**config.mk**
```make
export PLATFORM = sky130hd
export DESIGN_NAME = multi_shift_unit
export DESIGN_NICKNAME = d
export VERILOG_FILES = /design/src/rtl/multi_shift_unit.sv
export SDC_FILE = /design/constraint.sdc
export NUM_CORES = 1
export LEC_CHECK = 0
export ABC_CLOCK_PERIOD_IN_PS = 2400
export CORE_UTILIZATION = 50
export CTS_BUF_LIST = sky130_fd_sc_hd__clkbuf_8
export CTS_CLUSTER_DIAMETER = 40
export DETAILED_ROUTE_END_ITERATION = 7
export DONT_BUFFER_PORTS = 1
export SYNTH_ARGS = -nofsm -noshare
export SYNTH_HDL_FRONTEND = slang
export SYNTH_SLANG_ARGS = --single-unit
```
**constraint.sdc**
```tcl
create_clock -name clk -period 2.4 [get_ports clk]
set_clock_uncertainty 0.15 [all_clocks]
set_input_delay 0.24 -clock clk [delete_from_list [all_inputs] [get_ports clk]]
set_output_delay 0.24 -clock clk [all_outputs]
set_load 0.01 [all_outputs]
```
**src/rtl/multi_shift_unit.sv**
```systemverilog
// Multi-cycle shift/rotate unit: shifts the selected operand one bit per clock
// by a run-time amount. Supports LSR, LSL, ASR, ROR and ROL, with carry-out and zero flags.
module multi_shift_unit #(
    parameter int alu_width = 16,
    parameter int amt_width = 4
) (
    input  logic                 clk,
    input  logic                 rst,
    input  logic [alu_width-1:0] A,
    input  logic [alu_width-1:0] B,
    input  logic                 shift_enable,
    input  logic                 operand_sel,
    input  logic [2:0]           alu_fun,
    input  logic [amt_width-1:0] amount,
    output logic                 busy,
    output logic                 shift_flag,
    output logic [alu_width-1:0] shift_out,
    output logic                 carry_out,
    output logic                 zero_flag
);

    typedef enum logic {IDLE, SHIFT} state_t;

    typedef enum logic [2:0] {
        FUN_LSR = 3'b000,
        FUN_LSL = 3'b001,
        FUN_ASR = 3'b010,
        FUN_ROR = 3'b011,
        FUN_ROL = 3'b100
    } fun_t;

    state_t               state;
    logic [alu_width-1:0] work;
    logic [amt_width-1:0] count;
    logic [2:0]           mode;
    logic [alu_width-1:0] operand;
    logic [alu_width-1:0] next_work;
    logic                 next_carry;

    assign operand = operand_sel ? B : A;

    // One-bit step of the latched mode; reserved codes leave the work register untouched.
    always_comb begin
        // NOTE: defaults first so every path assigns both outputs and no latch is inferred.
        next_work  = work;
        next_carry = 1'b0;
        case (mode)
            FUN_LSR: begin
                next_work  = {1'b0, work[alu_width-1:1]};
                next_carry = work[0];
            end
            FUN_LSL: begin
                next_work  = {work[alu_width-2:0], 1'b0};
                next_carry = work[alu_width-1];
            end
            FUN_ASR: begin
                next_work  = {work[alu_width-1], work[alu_width-1:1]};
                next_carry = work[0];
            end
            FUN_ROR: begin
                next_work  = {work[0], work[alu_width-1:1]};
                next_carry = work[0];
            end
            FUN_ROL: begin
                next_work  = {work[alu_width-2:0], work[alu_width-1]};
                next_carry = work[alu_width-1];
            end
            default: ;
        endcase
    end

    always_ff @(posedge clk) begin
        // NOTE: non-blocking assignments so every register samples pre-edge values.
        if (!rst) begin
            state      <= IDLE;
            work       <= '0;
            count      <= '0;
            mode       <= '0;
            busy       <= 1'b0;
            shift_flag <= 1'b0;
            shift_out  <= '0;
            carry_out  <= 1'b0;
            zero_flag  <= 1'b0;
        end else begin
            shift_flag <= 1'b0;
            case (state)
                IDLE: begin
                    if (shift_enable) begin
                        work  <= operand;
                        count <= amount;
                        mode  <= alu_fun;
                        if (amount == '0) begin
                            shift_out  <= operand;
                            carry_out  <= 1'b0;
                            zero_flag  <= (operand == '0);
                            shift_flag <= 1'b1;
                        end else begin
                            state <= SHIFT;
                            busy  <= 1'b1;
                        end
                    end
                end
                SHIFT: begin
                    work  <= next_work;
                    count <= count - amt_width'(1);
                    // Final step publishes the result directly from the step logic.
                    if (count == amt_width'(1)) begin
                        shift_out  <= next_work;
                        carry_out  <= next_carry;
                        zero_flag  <= (next_work == '0);
                        shift_flag <= 1'b1;
                        busy       <= 1'b0;
                        state      <= IDLE;
                    end
                end
                default: state <= IDLE;
            endcase
        end
    end

endmodule

```
Yosys cells after proc, flatten, opt, wreduce, memory -nomap -nowiden
Cells that the tools add are included.
W data, S select, Z words.
{ "totals": {"in_bits": 43, "register_bits": 44, "word_cells": 60} }
{ "op_classes": {"n_addsub": 1, "bitwise_logic": 1, "n_mux": 31, "n_eq_ne": 9, "reduce_logical": 9} }
{ "ops": {"columns": ["operator", "count"], "rows": [
  ["$mux W16", 5],
  ["$pmux W16 S5", 1],
  ["$pmux W16 S2", 2],
  ["$logic_not A16 Y1", 2],
  ["$mux W1", 15],
  ["$pmux W1 S2", 6],
  ["$pmux W4 S2", 1],
  ["$eq A3 B2 Y1 const B", 2],
  ["$ne A2 B2 Y1 const B", 3],
  ["$reduce_and A3 Y1", 2],
  ["$eq A4 B1 Y1 const B", 1],
  ["$logic_not A4 Y1", 1],
  ["$mux W4", 1],
  ["$sub A4 B1 Y4 const B", 1],
  ["$eq A3 B1 Y1 const B", 1],
  ["$eq A3 B3 Y1 const B", 1],
  ["$logic_not A3 Y1", 1],
  ["$reduce_or A3 Y1", 1],
  ["$ne A2 B1 Y1 const B", 1],
  ["$reduce_and A2 Y1", 1],
  ["$reduce_or A2 Y1", 1],
  ["$not A1 Y1", 1]
]} }

Logic depth before layout (Yosys ltp)
{ "depth": {"depth_word": 5, "mapped_depth": 8} }

Worst setup path after synthesis
OpenSTA, ideal clock, no wires.
{ "synth_path": {"kind": "reg2reg", "startpoint": "reg count[1]", "endpoint": "reg shift_out[0]", "path_slack_ns": 0.702, "setup_ns": 0.115, "stages_incl_launch_ff": 8, "required_time_ns": 2.135, "arrival_time_ns": 1.433, "path_cell_list": "dfxtp_1 > inv_1 > ha_1 > and4bb_2 > a21oi_4 > buf_2 > o21ai_0 > and2_1"} }
{ "synth_between": {"elab_chain_cells": 3} }
{ "synth_lines": {"columns": ["element", "line_no", "source"], "rows": [
  ["start: declaration", "34", "logic [amt_width-1:0] count;"],
  ["start signal: assignment", "90", "count <= amount;"],
  ["start signal: assignment", "105", "count <= count - amt_width'(1);"],
  ["$eq A4 B1 Y1", "107", "if (count == amt_width'(1)) begin"],
  ["$ne A2 B1 Y1 (no line)", null, null],
  ["$reduce_and A3 Y1 (no line)", null, null],
  ["end signal: assignment", "93", "shift_out <= operand;"],
  ["end signal: assignment", "108", "shift_out <= next_work;"],
  ["end: declaration", "17", "output logic [alu_width-1:0] shift_out,"]
]} }
No other way between the ends.
A chain may end at the register's enable or synchronous reset.

Worst setup path in the final report
{ "layout_path": {"startpoint": "reg mode[1]", "endpoint": "reg shift_out[14]"} }
{ "layout_between": {"elab_chain_cells": 4} }
{ "layout_lines": {"columns": ["element", "line_no", "source"], "rows": [
  ["start: declaration", "35", "logic [2:0] mode;"],
  ["start signal: assignment", "91", "mode <= alu_fun;"],
  ["$eq A3 B3 Y1 (tied with other cells)", "47", "case (mode)"],
  ["$pmux W16 S5 (*)", "47", null],
  ["$mux W16 (*)", "107", null],
  ["$pmux W16 S2 (*)", "86", "case (state)"]
]} }
Every way passes the cells marked *; elsewhere a longest branch is shown, timed or not. The select of a mux whose other input is x is not followed.

==> load_flow_metrics.sql <==
INSERT INTO impl_metrics (metric_group, metric, value, unit) VALUES
('routing', 'drt_drc_violations_left', '0', ''),
('routing', 'routed-via-count', '3006', ''),
('clocking', 'clock_latency_on_the_worst_skew_pair', '300', 'ps'),
('timing', 'fmax', '504', 'MHz'),
('timing', 'setup_viol', '0', ''),
('clocking', 'clock_sinks', '44', ''),
('place', 'globalplace.congestion', '0.891', ''),
('flow_run', 'drv_cap', '0', ''),
('synthesis', 'synth_cell_type_count', '54', ''),
('final_layout', 'area_growth', '6.23', '%'),
('place', 'numPortBuffers', '0', ''),
('floorplan', 'die-width', '80.9', 'um'),
('final_layout', 'final_net_count', '447', ''),
('power_and_ir_drop', 'total_leakage_power', '1.19', 'nW'),
('synthesis', 'most_frequently_used_cell_type_in_the_post_synthesis_netlist', 'nand2_1', ''),
('worst_setup_path', 'worst-path-max-fanout', '17', ''),
('synthesis', 'postSynthAreaPerCell', '7.61', 'um^2'),
('final_layout', 'final-instance-count-excl-fill', '479', ''),
('synthesis', 'number_of_warnings_issued_by_yosys', '0', ''),
('grt', 'antenna_found_initial', '1', ''),
('worst_setup_path', 'critical_path_arrival', '2080', 'ps'),
('final_layout', 'fillCellCount', '594', ''),
('synthesis', 'post_synth_and_or_nand_nor_area_fraction', '30.8', '%'),
('clocking', 'cts_root_buf', 'clkbuf_8', ''),
('timing', 'fin_crit', '1980', 'ps'),
('final_layout', 'multiInputGateArea', '2030', 'um^2'),
('clocking', 'cts_max_path_buffers', '2', ''),
('synthesis', 'postSynthNetCount', '454', ''),
('synthesis', 'postSynthRegisterBits', '44', ''),
('synthesis', 'synth_fa_ha_area_share', '0.804', '%'),
('timing', 'grt_setup_unrepaired', 'no', ''),
('timing', 'period_share', '82.6', '%'),
('synthesis', 'area_fraction_in_compound_gates_after_synthesis', '26.7', '%'),
('worst_hold_path', 'worstHoldPathCells', '2', ''),
('floorplan', 'die_area', '6540', 'um^2'),
('clocking', 'cts_tree', 'done', ''),
('synthesis', 'yosys-top-cells-count', 'nand2_1 (50), dfxtp_1 (44), o21ai_0 (30), nor2_1 (26)', ''),
('place', 'place_inst', '466', ''),
('synthesis', 'synth_top_family_by_area', 'simple AND/OR/NAND/NOR gates', ''),
('synthesis', 'synthDominantCellAreaShare', '28.3', '%'),
('floorplan', 'std_cell_rows', '28', ''),
('timing', 'maxSlewViolCount', '0', ''),
('routing', 'initialDrtViolationCount', '289', ''),
('synthesis', 'synthesis.instances', '409', ''),
('clocking', 'clk_slew_on_worst_s_h_paths', '90', 'ps'),
('synthesis', 'ys_seq_area_share', '28.3', '%'),
('worst_setup_path', 'worst_setup_path_end_kind', 'flip-flop', ''),
('synthesis', 'post_synth_edffs', '0', ''),
('synthesis', 'post-synth-top-area-cell', 'dfxtp_1', ''),
('grt', 'global_route_wire_length_before_repair', '13.7', 'mm'),
('power_and_ir_drop', 'worst_ir_drop_vdd', '0.348', 'mV'),
('timing', 'worst_pin_slew', '652', 'ps'),
('synthesis', 'synthXorXnorAreaFrac', '0.523', '%'),
('grt', 'globalRoute.totalOverflow', '0', ''),
('status', 'run_status', 'finished, final reports clean', ''),
('worst_setup_path', 'start_kind', 'flip-flop', ''),
('power_and_ir_drop', 'power_per_cell_area', '581', 'nW/um^2'),
('worst_setup_path', 'critPathKind', 'reg2reg', ''),
('synthesis', 'post_synth_main_area_contributors', 'dfxtp_1 (28%), mux2i_1 (6.4%), nand2_1 (6.0%)', ''),
('floorplan', 'ios', '63', ''),
('worst_hold_path', 'min_path_type', 'in2reg', ''),
('final_layout', 'core_utilization_of_the_finished_layout', '55.5', '%'),
('synthesis', 'async_reset_ff_share', '0', '%'),
('routing', 'route.detailed.vias_per_inst', '6.28', ''),
('synthesis', 'portion_of_netlist_area_occupied_by_mux_cells', '6.43', '%'),
('routing', 'drt-total-wl', '8.79', 'mm'),
('grt', 'grtUsageTotal', '27.5', '%'),
('floorplan', 'floorplan.die.height', '80.9', 'um'),
('final_layout', 'register_area', '881', 'um^2'),
('floorplan', 'initial_core_util', '52.2', '%'),
('clocking', 'htreeDepth', '2', '');
final timing paths:
check	from	end	slack (ps)
worst max-delay path	mode[1]$_SDFFE_PN0P_	shift_out[14]$_SDFFE_PN0P_	420
worst min-delay path	amount[3]	count[3]$_SDFFE_PN0P_	10
worst max register to register	mode[1]$_SDFFE_PN0P_	shift_out[14]$_SDFFE_PN0P_	420
worst min register to register	shift_out[11]$_SDFFE_PN0P_	shift_out[11]$_SDFFE_PN0P_	350
metal layers:
| metal | GRT usage, % | part of all wire (%) |
|---|---|---|
| met4 | 6.79 | 1.4 |
| met2 | 41.7 | 44 |
| met1 | 39.4 | 46 |
| met5 | 0 | 0 |
| met3 | 5.84 | 9.0 |
cells by family (layout without fill, tap and decap cells):
| family | Yosys count | after routing |
|---|---|---|
| AOI/OAI and AO/OA | 119 | 119 |
| xor gates and xnor gates | 1 | 1 |
| adders and majority gates | 2 | 2 |
| buffers and inverters | 39 | 33 |
| DFF | 44 | 44 |
| muxes | 20 | 20 |
| other | 0 | 1 |
| and+or+nand+nor | 184 | 184 |
layout make-up:
class / count / area share, %
repair buffers: 17 / 4.84
diodes: 1 / 0.0757
well taps: 75 / 2.84
flip-flops and latches: 44 / 26.6
clock inverters: 3 / 1.17
multi-input cells: 326 / 61.4
clock buffers: 5 / 2.08
inverters: 8 / 0.908
sequential cells by signal, indices dropped and copies added (netlist names):
register and count:
count 4, mode 3, busy 1, work 16, zero_flag 1, state 1
shift_flag 1, shift_out 16, carry_out 1
worst max-delay path, stage by stage, from the launching register on:
cell	delay [ps]
dfxtp_1	660
nor2_1	260
a32oi_1	310
a21oi_1	130
o31ai_1	270
and2_1	150
power breakdown:
| part | switching (mW) | internal, mW | leakage, nW |
|---|---|---|---|
| combinational | 0.277 | 0.218 | 0.772 |
| clock | 0.251 | 0.305 | 0.0593 |
| sequential | 0.0868 | 0.782 | 0.360 |
| total | 0.615 | 1.31 | 1.19 |
layout by cell type, fill, tap and decap left out, drive strengths merged, types with 2 or more instances in the layout:
cell type and n:
nor3b 2, o21ai 32, ha 2, inv 8, a21boi 12, a211oi 7
nand2b 16, nand3 22, mux2i 20, a221o 4, dfxtp 44, nand3b 5
a22oi 3, nor2 26, a32oi 3, o211ai 11, o2111ai 2, o31ai 4
a31oi 5, nor4 4, nand2 50, clkinv 2, o22a 7, clkbuf 5
dlygate4sd3 3, a211o 4, nor2b 18, a21oi 15, nor3 10, and2 22
nand4 4, buf 14
through the flow:
stage	setup slack (ps)	hold WS, ps	total power, mW	instance area (um^2)
2_1_floorplan	702	241	1.25	3110
3_3_place_gp	450	215	1.36	3150
3_5_place_dp	462	220	1.36	3150
4_1_cts	439	5.66	1.93	3300
5_1_grt	248	22.3	2.02	3310
6_report	417	11.8	1.92	3310
what timing repair did:
action                    4_1_cts  5_1_grt
gates resized for setup         0        0
hold buffers                    4        0
hold endpoints to repair       43        0
setup buffers                   0        0
No activity file was read; power rests on OpenSTA's default activity.
